--- src/rtl/seven_seg_scan.sv ---
// Time-multiplexed 7-segment driver with tear-free shadowed display data.
// Outputs are registered one cycle behind the scan state; there is no backpressure.
module seven_seg_scan #(
    parameter int NUM_DIGITS     = 4,
    parameter int SCAN_DIV       = 50000,
    parameter int BLANK_CYCLES   = 2,
    parameter int SEG_ACTIVE_LOW = 1,
    parameter int AN_ACTIVE_LOW  = 1
) (
    input  logic                      clk,
    input  logic                      rst,
    input  logic [4*NUM_DIGITS-1:0]   value,
    input  logic [NUM_DIGITS-1:0]     dp_in,
    input  logic [NUM_DIGITS-1:0]     digit_en,
    input  logic                      lz_blank,
    input  logic                      load,
    output logic [6:0]                segments,
    output logic                      dp,
    output logic [NUM_DIGITS-1:0]     anodes,
    output logic                      frame_done
);

    localparam int CNT_MAX = (SCAN_DIV > BLANK_CYCLES) ? SCAN_DIV : BLANK_CYCLES;
    localparam int CNT_W   = (CNT_MAX > 1) ? $clog2(CNT_MAX) : 1;
    localparam int IDX_W   = (NUM_DIGITS > 1) ? $clog2(NUM_DIGITS) : 1;

    localparam logic [CNT_W-1:0] SCAN_LAST  = CNT_W'(SCAN_DIV - 1);
    localparam logic [CNT_W-1:0] BLANK_LAST = CNT_W'(BLANK_CYCLES - 1);
    localparam logic [IDX_W-1:0] IDX_LAST   = IDX_W'(NUM_DIGITS - 1);
    localparam logic             SEG_INV    = (SEG_ACTIVE_LOW != 0);
    localparam logic             AN_INV     = (AN_ACTIVE_LOW != 0);

    typedef enum logic {
        S_GAP  = 1'b0,
        S_SHOW = 1'b1
    } state_t;

    state_t                   state_q, state_d;
    logic [CNT_W-1:0]         cnt_q, cnt_d;
    logic [IDX_W-1:0]         idx_q, idx_d;
    logic                     boundary;

    logic [4*NUM_DIGITS-1:0]  stg_val_q, shd_val_q;
    logic [NUM_DIGITS-1:0]    stg_dp_q, shd_dp_q;
    logic [NUM_DIGITS-1:0]    stg_en_q, shd_en_q;
    logic                     pend_q;

    logic                     wrap_q;
    logic [6:0]               seg_q;
    logic                     dp_q;
    logic [NUM_DIGITS-1:0]    an_q;
    logic                     fd_q;

    function automatic logic [6:0] glyph(input logic [3:0] h);
        case (h)
            4'h0: glyph = 7'h3F;
            4'h1: glyph = 7'h06;
            4'h2: glyph = 7'h5B;
            4'h3: glyph = 7'h4F;
            4'h4: glyph = 7'h66;
            4'h5: glyph = 7'h6D;
            4'h6: glyph = 7'h7D;
            4'h7: glyph = 7'h07;
            4'h8: glyph = 7'h7F;
            4'h9: glyph = 7'h6F;
            4'hA: glyph = 7'h77;
            4'hB: glyph = 7'h7C;
            4'hC: glyph = 7'h39;
            4'hD: glyph = 7'h5E;
            4'hE: glyph = 7'h79;
            default: glyph = 7'h71;
        endcase
    endfunction

    always_comb begin
        state_d  = state_q;
        cnt_d    = cnt_q + 1'b1;
        idx_d    = idx_q;
        boundary = 1'b0;
        case (state_q)
            S_GAP: begin
                if (cnt_q == BLANK_LAST) begin
                    state_d = S_SHOW;
                    cnt_d   = '0;
                end
            end
            default: begin
                if (cnt_q == SCAN_LAST) begin
                    state_d = S_GAP;
                    cnt_d   = '0;
                    if (idx_q == IDX_LAST) begin
                        idx_d    = '0;
                        boundary = 1'b1;
                    end else begin
                        idx_d = idx_q + 1'b1;
                    end
                end
            end
        endcase
    end

    // Suppression runs from the top digit down while nibbles stay zero; digit 0 is exempt.
    logic [NUM_DIGITS-1:0] supp;
    logic                  zero_above;
    always_comb begin
        supp       = '0;
        zero_above = lz_blank;
        for (int i = NUM_DIGITS - 1; i >= 1; i--) begin
            zero_above = zero_above & (shd_val_q[4*i +: 4] == 4'h0);
            supp[i]    = zero_above;
        end
    end

    logic [3:0]            sel_nib;
    logic                  sel_dp;
    logic                  sel_lit;
    logic [NUM_DIGITS-1:0] an_act;
    logic [6:0]            seg_act;
    always_comb begin
        sel_nib = 4'h0;
        sel_dp  = 1'b0;
        sel_lit = 1'b0;
        an_act  = '0;
        for (int i = 0; i < NUM_DIGITS; i++) begin
            if (idx_q == IDX_W'(i)) begin
                sel_nib   = shd_val_q[4*i +: 4];
                sel_dp    = shd_dp_q[i];
                sel_lit   = (state_q == S_SHOW) && shd_en_q[i] && !supp[i];
                an_act[i] = sel_lit;
            end
        end
        seg_act = sel_lit ? glyph(sel_nib) : 7'h00;
    end

    always_ff @(posedge clk) begin
        if (rst) begin
            state_q   <= S_GAP;
            cnt_q     <= '0;
            idx_q     <= '0;
            stg_val_q <= '0;
            stg_dp_q  <= '0;
            stg_en_q  <= '0;
            shd_val_q <= '0;
            shd_dp_q  <= '0;
            shd_en_q  <= '0;
            pend_q    <= 1'b0;
            wrap_q    <= 1'b0;
            seg_q     <= {7{SEG_INV}};
            dp_q      <= SEG_INV;
            an_q      <= {NUM_DIGITS{AN_INV}};
            fd_q      <= 1'b0;
        end else begin
            state_q <= state_d;
            cnt_q   <= cnt_d;
            idx_q   <= idx_d;
            if (load) begin
                stg_val_q <= value;
                stg_dp_q  <= dp_in;
                stg_en_q  <= digit_en;
            end
            // A load landing on the boundary bypasses staging so it is not a frame late.
            if (boundary) begin
                pend_q <= 1'b0;
                if (load) begin
                    shd_val_q <= value;
                    shd_dp_q  <= dp_in;
                    shd_en_q  <= digit_en;
                end else if (pend_q) begin
                    shd_val_q <= stg_val_q;
                    shd_dp_q  <= stg_dp_q;
                    shd_en_q  <= stg_en_q;
                end
            end else if (load) begin
                pend_q <= 1'b1;
            end
            wrap_q <= boundary;
            seg_q  <= SEG_INV ? ~seg_act : seg_act;
            dp_q   <= SEG_INV ? ~(sel_lit & sel_dp) : (sel_lit & sel_dp);
            an_q   <= AN_INV ? ~an_act : an_act;
            fd_q   <= wrap_q;
        end
    end

    assign segments   = seg_q;
    assign dp         = dp_q;
    assign anodes     = an_q;
    assign frame_done = fd_q;

endmodule

--- config.mk ---
export PLATFORM = sky130hd
export DESIGN_NAME = seven_seg_scan
export DESIGN_NICKNAME = d
export VERILOG_FILES = /design/src/rtl/seven_seg_scan.sv
export SDC_FILE = /design/constraint.sdc
export NUM_CORES = 1
export LEC_CHECK = 0
export CAP_MARGIN = 20
export CORE_ASPECT_RATIO = 1.75
export CORE_MARGIN = 2
export CORE_UTILIZATION = 54
export CTS_CLUSTER_DIAMETER = 50
export CTS_CLUSTER_SIZE = 40
export DETAILED_ROUTE_END_ITERATION = 10
export GPL_ROUTABILITY_DRIVEN = 1
export PLACE_DENSITY = 0.77
export RECOVER_POWER = 25
export SLEW_MARGIN = 20
export SYNTH_ARGS = -nofsm -noshare
export SYNTH_HDL_FRONTEND = slang
export SYNTH_SLANG_ARGS = --single-unit
export TNS_END_PERCENT = 5
--- constraint.sdc ---
create_clock -name clk -period 7.42 [get_ports clk]
set_input_delay 1.484 -clock clk [delete_from_list [all_inputs] [get_ports clk]]
set_output_delay 1.484 -clock clk [all_outputs]
set_load 0.01 [all_outputs]
==> results.json <==
{
  "outcome": "finished with violations",
  "violations": "capacitance limit, slew limit",
  "tns_ps": 0,
  "final_layout_size_suffix_gt1_share_pct": 11.1,
  "die_y_um": 113,
  "crit_fanout": 56,
  "finish.net_count": 443,
  "grt_max_degree": 57,
  "synthesis.nets": 407,
  "vdd.ir_drop.worst_uv": 215,
  "cp-end-kind": "flop",
  "regArea_mm2": 0.00164,
  "worst_slew_pin_slew_ps": 2280,
  "coreArea_mm2": 0.00654,
  "power.internal_mw": 0.746,
  "pwr-share-clk_pct": 45.5,
  "synth_largest_area_cell": "dfxtp_1",
  "seq_area_frac_synth_pct": 44.9,
  "drc_errors": 0,
  "hold_violations": 0,
  "num_antenna_cells": 0,
  "drt_wl_total_um": 7230,
  "avgViaCountPerCell": 5.35,
  "maxCapViolCount": 1,
  "numCtsBuffers": 9,
  "power_density_mw_per_mm2": 216,
  "synth_xor_area_share_pct": 3.35,
  "portBuffers": 40,
  "boundaryPins": 41,
  "yosys_warnings": 0,
  "syn2layout_area_growth_pct": 19.5,
  "start_util_pct": 56.0,
  "cts_tree": "yes",
  "drtIter0Drc": 145,
  "hold_path_class": "flop to flop",
  "synthTopCellsByArea": "dfxtp_1 45%, mux2_4 8.2%, mux2i_1 7.4%",
  "ctsHoldBuffers": 0,
  "rows": 39,
  "final_util_pct": 66.9,
  "num_vias": 2614,
  "nFillCells": 549,
  "track_usage_pct": 21.5,
  "final.period_utilization_pct": 54.7,
  "pwr-share-seq_pct": 48.7,
  "slew_viol_final": 57,
  "grt_pass1_wl_um": 12300,
  "ant_nets": 0,
  "post-dp-hpwl_um": 5180,
  "multi_input_area_mm2": 0.00190,
  "max_freq_mhz": 247,
  "wl_per_cell_um": 14.8,
  "critPathLaunchType": "input pin",
  "net-switching-power_mw": 0.198,
  "criticalPathCategory": "input pin to flop",
  "min_period_ps": 4060,
  "die-area_mm2": 0.00748,
  "synthAdderAreaFrac_pct": 4.10,
  "cts_setup_buffers": 0,
  "synthMuxAreaShare_pct": 17.4,
  "clockBufferDepth": 2,
  "grt.overflow.total": 0,
  "ys_types": 42,
  "p_sw_share_pct": 21.0,
  "place.gp.congestion": 0.858,
  "combPwrFrac_pct": 5.8,
  "finalSetupViolCount": 0,
  "synth_top_area_share_pct": 44.9,
  "synth_top_family_by_area": "simple AND/OR/NAND/NOR gates",
  "avgSynthCellArea_um2": 9.97,
  "skew_ps": 5.51,
  "cts_resized": 0,
  "arrival_ps": 4280,
  "synth-compound-area-share_pct": 5.33,
  "clock_sinks": 82,
  "synthSimpleGateAreaFrac_pct": 21.7,
  "p_leak_nw": 1.82,
  "maxSlewHeadroom_pct": -51.8,
  "grt_antenna_before_repair": 0,
  "htree_num_levels": 3,
  "grt_pass1_vias": 2644,
  "dr.pass1.iters": 4,
  "synthCells": 367,
  "clk_pin_slew_ps": 60,
  "clock_latency_ps": 340,
  "yosys_register_bits": 82,
  "die_x_um": 66.2,
  "grt_setup_unrepaired": "false",
  "cts-root-buf": "clkbuf_16",
  "most-common-layout-cells": "82 x dfxtp_1, 59 x nor2_1, 39 x clkdlybuf4s50_1, 28 x nor2b_1, 27 x mux2i_1",
  "layout_commonest_cell": "dfxtp_1",
  "critPathRequiredTime_ps": 7650,
  "netlist_area_mm2": 0.00366
}
[cells by family (layout without fill, tap and decap cells)]
family | count (synthesis) | count (layout)
adder cells (fa/ha/maj) | 12 | 12
AND/OR/NAND/NOR | 152 | 152
AO/OA/AOI/OAI | 29 | 29
multiplexers | 53 | 53
flip-flops | 82 | 82
buffers and inverters | 25 | 65
XOR/XNOR | 14 | 14
[per-layer routing]
layer | global-route usage (%) | wire length, um | part of all wire [%] | vias to the layer above
met5 | 0 | 0 | 0 | -
met2 | 39.2 | 3990 | 55 | 41
li1 | - | - | - | 1320
met3 | 5.07 | 223 | 3.1 | 12
met4 | 8.84 | 170 | 2.4 | 0
met1 | 22.9 | 2850 | 39 | 1241
[flip-flops by register name (all words and copies together) (netlist names), 2 cells and up]
signal and cells:
stg_en_q 4, idx_q 2, shd_en_q 4, cnt_q 16, shd_dp_q 4, stg_dp_q 4
anodes 4, segments 7, shd_val_q 16, stg_val_q 16
[per-stage QoR]
stage / hold WS [ps] / total power, mW / setup WS, ps / std cells / area, um2
2_1_floorplan: 386 / 0.500 / 4270 / 367 / 3660
3_3_place_gp: 435 / 0.522 / 3620 / 474 / 4090
3_5_place_dp: 428 / 0.524 / 3580 / 474 / 4090
4_1_cts: 448 / 0.952 / 3930 / 489 / 4370
5_1_grt: 467 / 0.982 / 3050 / 489 / 4370
6_report: 443 / 0.944 / 3360 / 489 / 4370
[worst max-delay path: stages]
cell and delay [ps]:
clkbuf_1 1600, nor2b_1 330, nand3_1 300, o41ai_1 90, a211o_1 360, o311ai_0 120
[final timing paths]
check	start	to	slack, ps	cells after the start
worst max-delay path	rst	segments[2]	3360	6
worst min-delay path	wrap_q	frame_done	440	1
worst max register to register	cnt_q[10]	shd_val_q[0]	4650	6
worst min register to register	wrap_q	frame_done	440	1
[final cells by class]
type / count / share of cell area, %
multi-input combinational: 260 / 43.5
timing repair buffer: 42 / 9.36
clock buffer: 12 / 5.64
clock inverter: 3 / 0.916
inverter: 8 / 0.687
sequential: 82 / 37.6
tap: 82 / 2.35
[synthesized netlist by cell type]
cell	number
a211o_1	4
clkbuf_1	11
ha_1	12
and2_1	1
nand2_1	20
o221ai_1	1
or3_1	3
o211ai_1	1
mux2_2	6
nand2b_1	1
buf_1	3
dfxtp_1	82
nor3b_1	3
o41ai_1	1
and3_1	2
mux2_4	20
or4b_2	1
and3b_1	1
and4b_1	1
a22oi_1	1
or4_4	1
nand3b_1	5
nand4_1	5
nor2_1	59
nor2b_1	28
o311ai_0	1
or4_1	3
o31ai_1	1
nand4_4	1
nor4b_1	1
nor4_4	1
xnor2_1	8
o21ai_0	5
inv_1	8
nand3_1	10
buf_6	3
o22ai_1	1
a211oi_1	6
nor3_1	5
a21oi_1	7
xor2_1	6
mux2i_1	27
[power by group through the flow]
| stage | registers (mW) | clock network, mW | logic, mW |
|---|---|---|---|
| 2_1_floorplan | 0.468 | 0 | 0.0327 |
| 3_3_place_gp | 0.469 | 0 | 0.0538 |
| 3_5_place_dp | 0.469 | 0 | 0.0552 |
| 4_1_cts | 0.460 | 0.436 | 0.0556 |
| 5_1_grt | 0.461 | 0.460 | 0.0608 |
| 6_report | 0.460 | 0.430 | 0.0544 |
No activity file was read; power rests on OpenSTA's default activity.
